--- src/rtl/dmem_arbiter_if.sv ---
// Request/response/memory bundle shared by dmem_arbiter and its environment.
// req1_lock exists only when DMEM_ARB_LOCK_EN is defined.
interface dmem_arbiter_if #(
    parameter int unsigned ADDR_W = 8,
    parameter int unsigned DATA_W = 32
);
    logic              req0_valid;
    logic              req0_ready;
    logic              req0_we;
    logic [31:0]       req0_addr;
    logic [DATA_W-1:0] req0_wdata;
    logic              resp0_valid;
    logic              resp0_ready;
    logic [DATA_W-1:0] resp0_rdata;

    logic              req1_valid;
    logic              req1_ready;
    logic              req1_we;
    logic [31:0]       req1_addr;
    logic [DATA_W-1:0] req1_wdata;
    logic              resp1_valid;
    logic              resp1_ready;
    logic [DATA_W-1:0] resp1_rdata;
`ifdef DMEM_ARB_LOCK_EN
    logic              req1_lock;
`endif

    logic              mem_we;
    logic [ADDR_W-1:0] mem_addr;
    logic [DATA_W-1:0] mem_wdata;
    logic [DATA_W-1:0] mem_rdata;

    // Arbiter side.
    modport slave (
        input  req0_valid, req0_we, req0_addr, req0_wdata, resp0_ready,
        output req0_ready, resp0_valid, resp0_rdata,
        input  req1_valid, req1_we, req1_addr, req1_wdata, resp1_ready,
`ifdef DMEM_ARB_LOCK_EN
        input  req1_lock,
`endif
        output req1_ready, resp1_valid, resp1_rdata,
        output mem_we, mem_addr, mem_wdata,
        input  mem_rdata
    );

    // Requester/memory side.
    modport master (
        output req0_valid, req0_we, req0_addr, req0_wdata, resp0_ready,
        input  req0_ready, resp0_valid, resp0_rdata,
        output req1_valid, req1_we, req1_addr, req1_wdata, resp1_ready,
`ifdef DMEM_ARB_LOCK_EN
        output req1_lock,
`endif
        input  req1_ready, resp1_valid, resp1_rdata,
        input  mem_we, mem_addr, mem_wdata,
        output mem_rdata
    );
endinterface

--- src/rtl/dmem_arbiter.sv ---
// Round-robin two-port arbiter for a single-port data memory, registered responses.
// Optional port-1 bus lock enabled by defining DMEM_ARB_LOCK_EN.
module dmem_arbiter #(
    parameter int unsigned ADDR_W = 8,
    parameter int unsigned DATA_W = 32
) (
    input logic          clk,
    input logic          rst_n,
    dmem_arbiter_if.slave bus
);
    typedef enum logic {StIdle, StResp} state_e;

    state_e            r_state;
    logic              r_rr_ptr;
    logic              r_resp0_valid;
    logic              r_resp1_valid;
    logic [DATA_W-1:0] r_resp0_rdata;
    logic [DATA_W-1:0] r_resp1_rdata;

    logic              w_idle;
    logic              w_locked;
    logic              w_gnt_valid;
    logic              w_gnt_port;
    logic              w_gnt_we;
    logic [31:0]       w_gnt_addr;
    logic [DATA_W-1:0] w_gnt_wdata;
    logic [DATA_W-1:0] w_cap_data;
    logic              w_rsp_hs;
    logic              w_unused_addr;

`ifdef DMEM_ARB_LOCK_EN
    logic r_lock;
    assign w_locked = r_lock;
`else
    assign w_locked = 1'b0;
`endif

    // Gating with rst_n keeps ready and the write strobe low while reset is held.
    assign w_idle = (r_state == StIdle) && rst_n;

    always_comb begin
        w_gnt_valid = 1'b0;
        w_gnt_port  = 1'b0;
        if (w_idle) begin
            if (w_locked) begin
                w_gnt_valid = bus.req1_valid;
                w_gnt_port  = 1'b1;
            end else if (bus.req0_valid && bus.req1_valid) begin
                w_gnt_valid = 1'b1;
                w_gnt_port  = r_rr_ptr;
            end else if (bus.req0_valid) begin
                w_gnt_valid = 1'b1;
            end else if (bus.req1_valid) begin
                w_gnt_valid = 1'b1;
                w_gnt_port  = 1'b1;
            end
        end
    end

    assign w_gnt_we    = w_gnt_port ? bus.req1_we    : bus.req0_we;
    assign w_gnt_addr  = w_gnt_port ? bus.req1_addr  : bus.req0_addr;
    assign w_gnt_wdata = w_gnt_port ? bus.req1_wdata : bus.req0_wdata;
    assign w_cap_data  = w_gnt_we ? '0 : bus.mem_rdata;

    assign bus.req0_ready = w_gnt_valid && !w_gnt_port;
    assign bus.req1_ready = w_gnt_valid && w_gnt_port;

    assign bus.mem_we    = w_gnt_valid && w_gnt_we;
    assign bus.mem_addr  = w_gnt_valid ? w_gnt_addr[ADDR_W-1:0] : '0;
    assign bus.mem_wdata = w_gnt_valid ? w_gnt_wdata : '0;

    // Upper address bits alias onto the memory, so they are intentionally dropped.
    assign w_unused_addr = ^{bus.req0_addr[31:ADDR_W], bus.req1_addr[31:ADDR_W]};

    assign w_rsp_hs = (r_resp0_valid && bus.resp0_ready) || (r_resp1_valid && bus.resp1_ready);

    always_ff @(posedge clk) begin
        if (!rst_n) begin
            r_state       <= StIdle;
            r_rr_ptr      <= 1'b0;
            r_resp0_valid <= 1'b0;
            r_resp1_valid <= 1'b0;
            r_resp0_rdata <= '0;
            r_resp1_rdata <= '0;
`ifdef DMEM_ARB_LOCK_EN
            r_lock        <= 1'b0;
`endif
        end else begin
            unique case (r_state)
                StIdle: begin
                    if (w_gnt_valid) begin
                        if (w_gnt_port) begin
                            r_resp1_valid <= 1'b1;
                            r_resp1_rdata <= w_cap_data;
                        end else begin
                            r_resp0_valid <= 1'b1;
                            r_resp0_rdata <= w_cap_data;
                        end
                        if (!w_locked) r_rr_ptr <= ~w_gnt_port;
`ifdef DMEM_ARB_LOCK_EN
                        if (w_gnt_port) r_lock <= bus.req1_lock;
`endif
                        r_state <= StResp;
                    end
                end
                StResp: begin
                    if (w_rsp_hs) begin
                        r_resp0_valid <= 1'b0;
                        r_resp1_valid <= 1'b0;
                        r_state       <= StIdle;
                    end
                end
                default: r_state <= StIdle;
            endcase
        end
    end

    assign bus.resp0_valid = r_resp0_valid;
    assign bus.resp1_valid = r_resp1_valid;
    assign bus.resp0_rdata = r_resp0_rdata;
    assign bus.resp1_rdata = r_resp1_rdata;
endmodule

--- src/flat_wrapper.sv ---
// flat-port wrapper written by rule: the top's interface ports become plain ports
module dmem_arbiter_flat 
#(
    parameter int unsigned ADDR_W = 8,
    parameter int unsigned DATA_W = 32
)
  (clk, rst_n, bus_req0_valid, bus_req0_we, bus_req0_addr, bus_req0_wdata, bus_resp0_ready, bus_req0_ready, bus_resp0_valid, bus_resp0_rdata, bus_req1_valid, bus_req1_we, bus_req1_addr, bus_req1_wdata, bus_resp1_ready, bus_req1_ready, bus_resp1_valid, bus_resp1_rdata, bus_mem_we, bus_mem_addr, bus_mem_wdata, bus_mem_rdata);
  dmem_arbiter_if #(.ADDR_W(ADDR_W), .DATA_W(DATA_W)) bus_i ();
  input logic clk;
  input logic rst_n;
  input wire logic [$bits(bus_i.req0_valid)-1:0] bus_req0_valid;
  input wire logic [$bits(bus_i.req0_we)-1:0] bus_req0_we;
  input wire logic [$bits(bus_i.req0_addr)-1:0] bus_req0_addr;
  input wire logic [$bits(bus_i.req0_wdata)-1:0] bus_req0_wdata;
  input wire logic [$bits(bus_i.resp0_ready)-1:0] bus_resp0_ready;
  output wire logic [$bits(bus_i.req0_ready)-1:0] bus_req0_ready;
  output wire logic [$bits(bus_i.resp0_valid)-1:0] bus_resp0_valid;
  output wire logic [$bits(bus_i.resp0_rdata)-1:0] bus_resp0_rdata;
  input wire logic [$bits(bus_i.req1_valid)-1:0] bus_req1_valid;
  input wire logic [$bits(bus_i.req1_we)-1:0] bus_req1_we;
  input wire logic [$bits(bus_i.req1_addr)-1:0] bus_req1_addr;
  input wire logic [$bits(bus_i.req1_wdata)-1:0] bus_req1_wdata;
  input wire logic [$bits(bus_i.resp1_ready)-1:0] bus_resp1_ready;
  output wire logic [$bits(bus_i.req1_ready)-1:0] bus_req1_ready;
  output wire logic [$bits(bus_i.resp1_valid)-1:0] bus_resp1_valid;
  output wire logic [$bits(bus_i.resp1_rdata)-1:0] bus_resp1_rdata;
  output wire logic [$bits(bus_i.mem_we)-1:0] bus_mem_we;
  output wire logic [$bits(bus_i.mem_addr)-1:0] bus_mem_addr;
  output wire logic [$bits(bus_i.mem_wdata)-1:0] bus_mem_wdata;
  input wire logic [$bits(bus_i.mem_rdata)-1:0] bus_mem_rdata;
  assign bus_i.req0_valid = bus_req0_valid;
  assign bus_i.req0_we = bus_req0_we;
  assign bus_i.req0_addr = bus_req0_addr;
  assign bus_i.req0_wdata = bus_req0_wdata;
  assign bus_i.resp0_ready = bus_resp0_ready;
  assign bus_req0_ready = bus_i.req0_ready;
  assign bus_resp0_valid = bus_i.resp0_valid;
  assign bus_resp0_rdata = bus_i.resp0_rdata;
  assign bus_i.req1_valid = bus_req1_valid;
  assign bus_i.req1_we = bus_req1_we;
  assign bus_i.req1_addr = bus_req1_addr;
  assign bus_i.req1_wdata = bus_req1_wdata;
  assign bus_i.resp1_ready = bus_resp1_ready;
  assign bus_req1_ready = bus_i.req1_ready;
  assign bus_resp1_valid = bus_i.resp1_valid;
  assign bus_resp1_rdata = bus_i.resp1_rdata;
  assign bus_mem_we = bus_i.mem_we;
  assign bus_mem_addr = bus_i.mem_addr;
  assign bus_mem_wdata = bus_i.mem_wdata;
  assign bus_i.mem_rdata = bus_mem_rdata;
  dmem_arbiter #(.ADDR_W(ADDR_W), .DATA_W(DATA_W)) u_core (.clk(clk), .rst_n(rst_n), .bus(bus_i));
endmodule
--- config.mk ---
export PLATFORM = sky130hd
export DESIGN_NAME = dmem_arbiter_flat
export DESIGN_NICKNAME = d
export VERILOG_FILES = /design/src/rtl/dmem_arbiter_if.sv /design/src/rtl/dmem_arbiter.sv /design/src/flat_wrapper.sv
export SDC_FILE = /design/constraint.sdc
export NUM_CORES = 1
export LEC_CHECK = 0
export ABC_AREA = 0
export CORE_AREA = 2 2 106 108
export DETAILED_ROUTE_END_ITERATION = 12
export DIE_AREA = 0 0 108 110
export PLACE_DENSITY = 0.77
export SYNTH_ARGS = -nofsm -noshare
export SYNTH_HDL_FRONTEND = slang
export SYNTH_SLANG_ARGS = --single-unit
--- constraint.sdc ---
create_clock -name clk -period 1.3 [get_ports clk]
set_input_delay 0.26 -clock clk [delete_from_list [all_inputs] [get_ports clk]]
set_output_delay 0.26 -clock clk [all_outputs]
set_load 0.1 [all_outputs]
Word level (Yosys, flattened, before mapping)
Cells that the tools add are included.

Output and inout port bits: 109. Bits in registers: 68. Word-level logic and storage cells: 49. Input bits: 168.

Equality and inequality tests: 4. Muxes and demuxes: 23. Bitwise gates (word level): 2. Reductions and logical operators: 14.

Operators with widths (count): two-way mux 32 bit (3); two-way mux 8 bit (2); two-way mux 1 bit (15); AND reduction 3 bit (4); logical AND 1 bit (7); case mux 1 bit (2 select lines) (3); inequality test 2 x 1 -> 1 bit, second input constant (2); inequality test 2 bit, second input constant (2); inverter 1 bit (2); AND reduction 2 bit (1); zero test 1 bit (1); logical OR 1 bit (1).

Depth between registers and ports, before layout
Depth in word-level cells: 7. Mapped depth: 5. Mapped depth without buffers: 3.

Least setup slack after synthesis
No wires, ideal clock.

Path kind: input to output. Start: in bus_req1_we. End: out bus_mem_we. Arrival time: 2.004 ns. Path buffers: 1. Stages: 3. Required time: 1.040 ns. Slack: -0.964 ns. Cells stage by stage: clkbuf_1 > nand3_1 > a21oi_1.

Word-level cells in the longest chain between the ends: 2.

Ends and longest elaborated chain: from (decl) (RTL line flat_wrapper.sv:20) `input wire logic [$bits(bus_i.req1_we)-1:0] bus_req1_we;`; two-way mux 1 bit (RTL line dmem_arbiter.sv:60) `assign w_gnt_we = w_gnt_port ? bus.req1_we : bus.req0_we;`; logical AND 1 bit (RTL line dmem_arbiter.sv:68) `assign bus.mem_we = w_gnt_valid && w_gnt_we;`; to (decl) (RTL line flat_wrapper.sv:27) `output wire logic [$bits(bus_i.mem_we)-1:0] bus_mem_we;`.

Every way passes these cells.

Final worst setup path
Start: reg u_core.r_rr_ptr. End: out bus_mem_wdata[1].

Word-level cells in the longest chain between the ends: 4.

Ends and longest elaborated chain: from (decl) (RTL line dmem_arbiter.sv:14) `logic r_rr_ptr;`; from (signal assigned) (RTL line dmem_arbiter.sv:99) `if (!w_locked) r_rr_ptr <= ~w_gnt_port;`; two-way mux 1 bit (RTL line dmem_arbiter.sv:48) `end else if (bus.req0_valid && bus.req1_valid) begin`; two-way mux 1 bit (RTL line dmem_arbiter.sv:44) `if (w_idle) begin`; two-way mux 32 bit (RTL line dmem_arbiter.sv:62) `assign w_gnt_wdata = w_gnt_port ? bus.req1_wdata : bus.req0_wdata;`; two-way mux 32 bit (RTL line dmem_arbiter.sv:70) `assign bus.mem_wdata = w_gnt_valid ? w_gnt_wdata : '0;`; to (decl) (RTL line flat_wrapper.sv:29) `output wire logic [$bits(bus_i.mem_wdata)-1:0] bus_mem_wdata;`.

Every way passes these cells.

==> flow_summary.ini <==
[layout]
synthToLayoutAreaGrowth_pct = 152
fillCellCount = 717
finalInstanceArea_um2 = 7440
final_layout_size_suffix_gt1_frac = 0.404
insertedDiodeCount = 0
stdcell_count = 674
final_nets = 698

[synth]
synthCells = 280
yosysTopAreaCellShare = 0.461
synth_area_leader_cell = dfxtp_1
syn_area_um2 = 2950
synth.area.top_cells = dfxtp_1 (46%), a22o_1 (22%), mux2i_1 (11%)
synth-seq-cells = 68
synth_cell_types = 20
synth.net_count = 448
ys_warn_count = 0
avgSynthCellArea_um2 = 10.5
ys_seq_area_frac = 0.461

[sta]
rsz0062_at_grt = yes
fmax_mhz = 530
tightestPinTransition_ns = 0.283
fin_skew_ns = 0.0100
finalCriticalPeriod_ns = 1.89
slew-limit-headroom = 0.811
final-setup-viol-count = 108
slew_viol_final = 0
hold_viol = 0
fin_crit_sh = 1.45
finalWorstSetupSlack_ns = -0.587

[placement]
gp_congestion = 0.758
pre_cts_ws_ns = -0.725
numPortBuffers = 228
dp.cells = 644
placed_cell_area_um2 = 6940
dp_hpwl_mm = 10.1

[setup_path]
cpPeakStageDelay_ns = 0.33
crit_type = register to output pin
worstPathRequired_ns = 1.04
cp_cell_sequence = nand2b_4, and4b_4, buf_12, a22o_4, buf_12
critPathTopFamily = simple AND/OR/NAND/NOR gates
cp-end-kind = output pin
path_common_cell = buf_12
worstPathArrival_ns = 1.63
start_kind = register
cp_max_fo = 17
critPathSlowestCell = dfxtp_2
path_buf_inv = 2

[clocking]
cts.sink_count = 68
ctsHoldBuffers = 0
cts_max_path_buffers = 2
cts.htree.levels = 3
cts_buffers = 9
cts_root_buf = clkbuf_8
cts_tree = done
clkLatencyLatePin_ns = 0.35
clk_pin_slew_worst_paths_ns = 0.07

[floorplan]
die_area_um2 = 11900
start_util = 0.276
ios = 277
die_h_um = 110
core_um2 = 10700
dieWidth_um = 108
num_rows = 38

[grt]
grt_pass1_vias = 3604
overflow = 0
grt_pass1_wl_mm = 19.8
grt_usage = 0.224
grt_max_degree = 33
antenna_found_initial = 0

[power]
p_int_mw = 4.19
pwr-share-seq = 0.338
vdd_drop_max_mv = 0.806
p_per_area_nw_per_um2 = 893
power_mw = 6.65
power_leakage_nw = 3.03
switching_share = 0.370
p_switching_mw = 2.46
combPwrFrac = 0.424
pwr-share-clk = 0.238

[detailed_routing]
drt_pass1_iterations = 6
num_vias = 3278
drt-total-wl_mm = 13.7
ant_nets = 0
first_iter_violations = 167
drt-wirelength-per-cell_um = 20.3
drc = 0
vias_per_cell = 4.86

[hold_path]
hold_path.class = input pin to register

[status]
outcome = complete, but fails checks
violations = setup timing

[run]
maxCapViolCount = 0
cell families (layout without fill, tap and decap cells):
group	after synthesis	count (layout)	synth area share
and+or+nand+nor	73	73	0.128
buffers and inverters	27	281	0.0666
DFF	68	68	0.461
AOI/OAI and AO/OA	80	80	0.235
muxes	32	32	0.109
metal layers:
layer  vias up  share of wire  wire (µm)  global-route usage
met3        25          0.092       1250              0.0782
met4         0          0.027        375              0.0852
met2       154           0.53       7250               0.426
li1       1526              -          -                   -
met5         -              0          0                   0
met1      1573           0.35       4780               0.223
cells in the mapped netlist (all sizes together):
| cell | number |
|---|---|
| clkbuf | 6 |
| nand3 | 2 |
| nor4bb | 1 |
| o31a | 1 |
| nand2b | 34 |
| a21oi | 1 |
| a22o | 73 |
| buf | 21 |
| dfxtp | 68 |
| and3 | 1 |
| nor2b | 1 |
| nand2 | 33 |
| o21a | 2 |
| a21boi | 2 |
| and4b | 1 |
| mux2i | 32 |
| o221a | 1 |
power by group through the flow:
| stage | sequential (mW) | combinational (mW) | clock [mW] |
|---|---|---|---|
| floorplan | 2.78 | 0.998 | 0 |
| global placement | 2.29 | 2.68 | 0 |
| detailed placement | 2.30 | 2.71 | 0 |
| CTS | 2.25 | 2.83 | 1.62 |
| global route | 2.26 | 2.90 | 1.73 |
| finish | 2.25 | 2.82 | 1.58 |
worst register-to-register path: stages (launching register included):
cell       delay (ns)
dfxtp_2          0.33
nand2b_4         0.13
and4b_4          0.21
buf_4            0.15
buf_12           0.13
buf_4            0.15
bufbuf_16        0.27
o21a_1           0.16
sequential cells by signal (all words and copies together), names as in the netlist:
name,flops
u_core.bus.resp0_rdata,32
u_core.bus.resp0_valid,1
u_core.bus.resp1_rdata,32
u_core.bus.resp1_valid,1
u_core.r_rr_ptr,1
u_core.r_state,1
what timing repair did:
| item | CTS | global route |
|---|---|---|
| gates resized for setup | 28 | 3 |
| cloned | 6 | 0 |
| setup endpoints to repair | 108 | 108 |
| pin swaps | 2 | 5 |
| setup buffers | 8 | 6 |
cell usage in the layout, fill, tap and decap left out, drive strengths merged:
master	synthesis	final
buf	21	145
clkdlybuf4s50	0	116
a22o	73	73
dfxtp	68	68
nand2b	34	34
nand2	33	33
mux2i	32	32
clkbuf	6	11
dlygate4sd2	0	3
o21a	2	2
clkinvlp	0	2
clkinv	0	2
bufbuf	0	2
nand3	2	2
a21boi	2	2
and4b	1	1
nor2b	1	1
and3	1	1
a21oi	1	1
nor4bb	1	1
o31a	1	1
o221a	1	1
layout make-up:
class	instances	area, µm²	share of cell area
repair buffers	266	3920	0.527
multi-input cells	185	1810	0.243
flip-flops and latches	68	1370	0.184
well taps	140	175	0.0235
clock buffers	11	151	0.0203
clock inverters	4	25.0	0.00336
worst paths after layout:
check	startpoint	end	slack, ns	depth (start not counted)
setup / recovery	u_core.r_rr_ptr	bus_mem_wdata[1]	-0.59	5
hold / removal	bus_req1_valid	u_core.r_state	0.36	2
setup reg to reg	u_core.r_rr_ptr	u_core.bus.resp1_valid	-0.32	7
hold reg to reg	u_core.bus.resp1_rdata[23]	u_core.bus.resp1_rdata[23]	0.50	2
per-stage QoR:
stage,TNS [ns],utilization,hold WS (ns)
6_report,-37.82,0.696,0.364
3_3_place_gp,-65.24,0.648,0.479
5_1_grt,-43.52,0.696,0.367
2_1_floorplan,-9.33,-,0.386
3_5_place_dp,-69.44,0.648,0.489
4_1_cts,-36.46,0.696,0.352
Note: power is estimated with default switching activity, not from simulation.
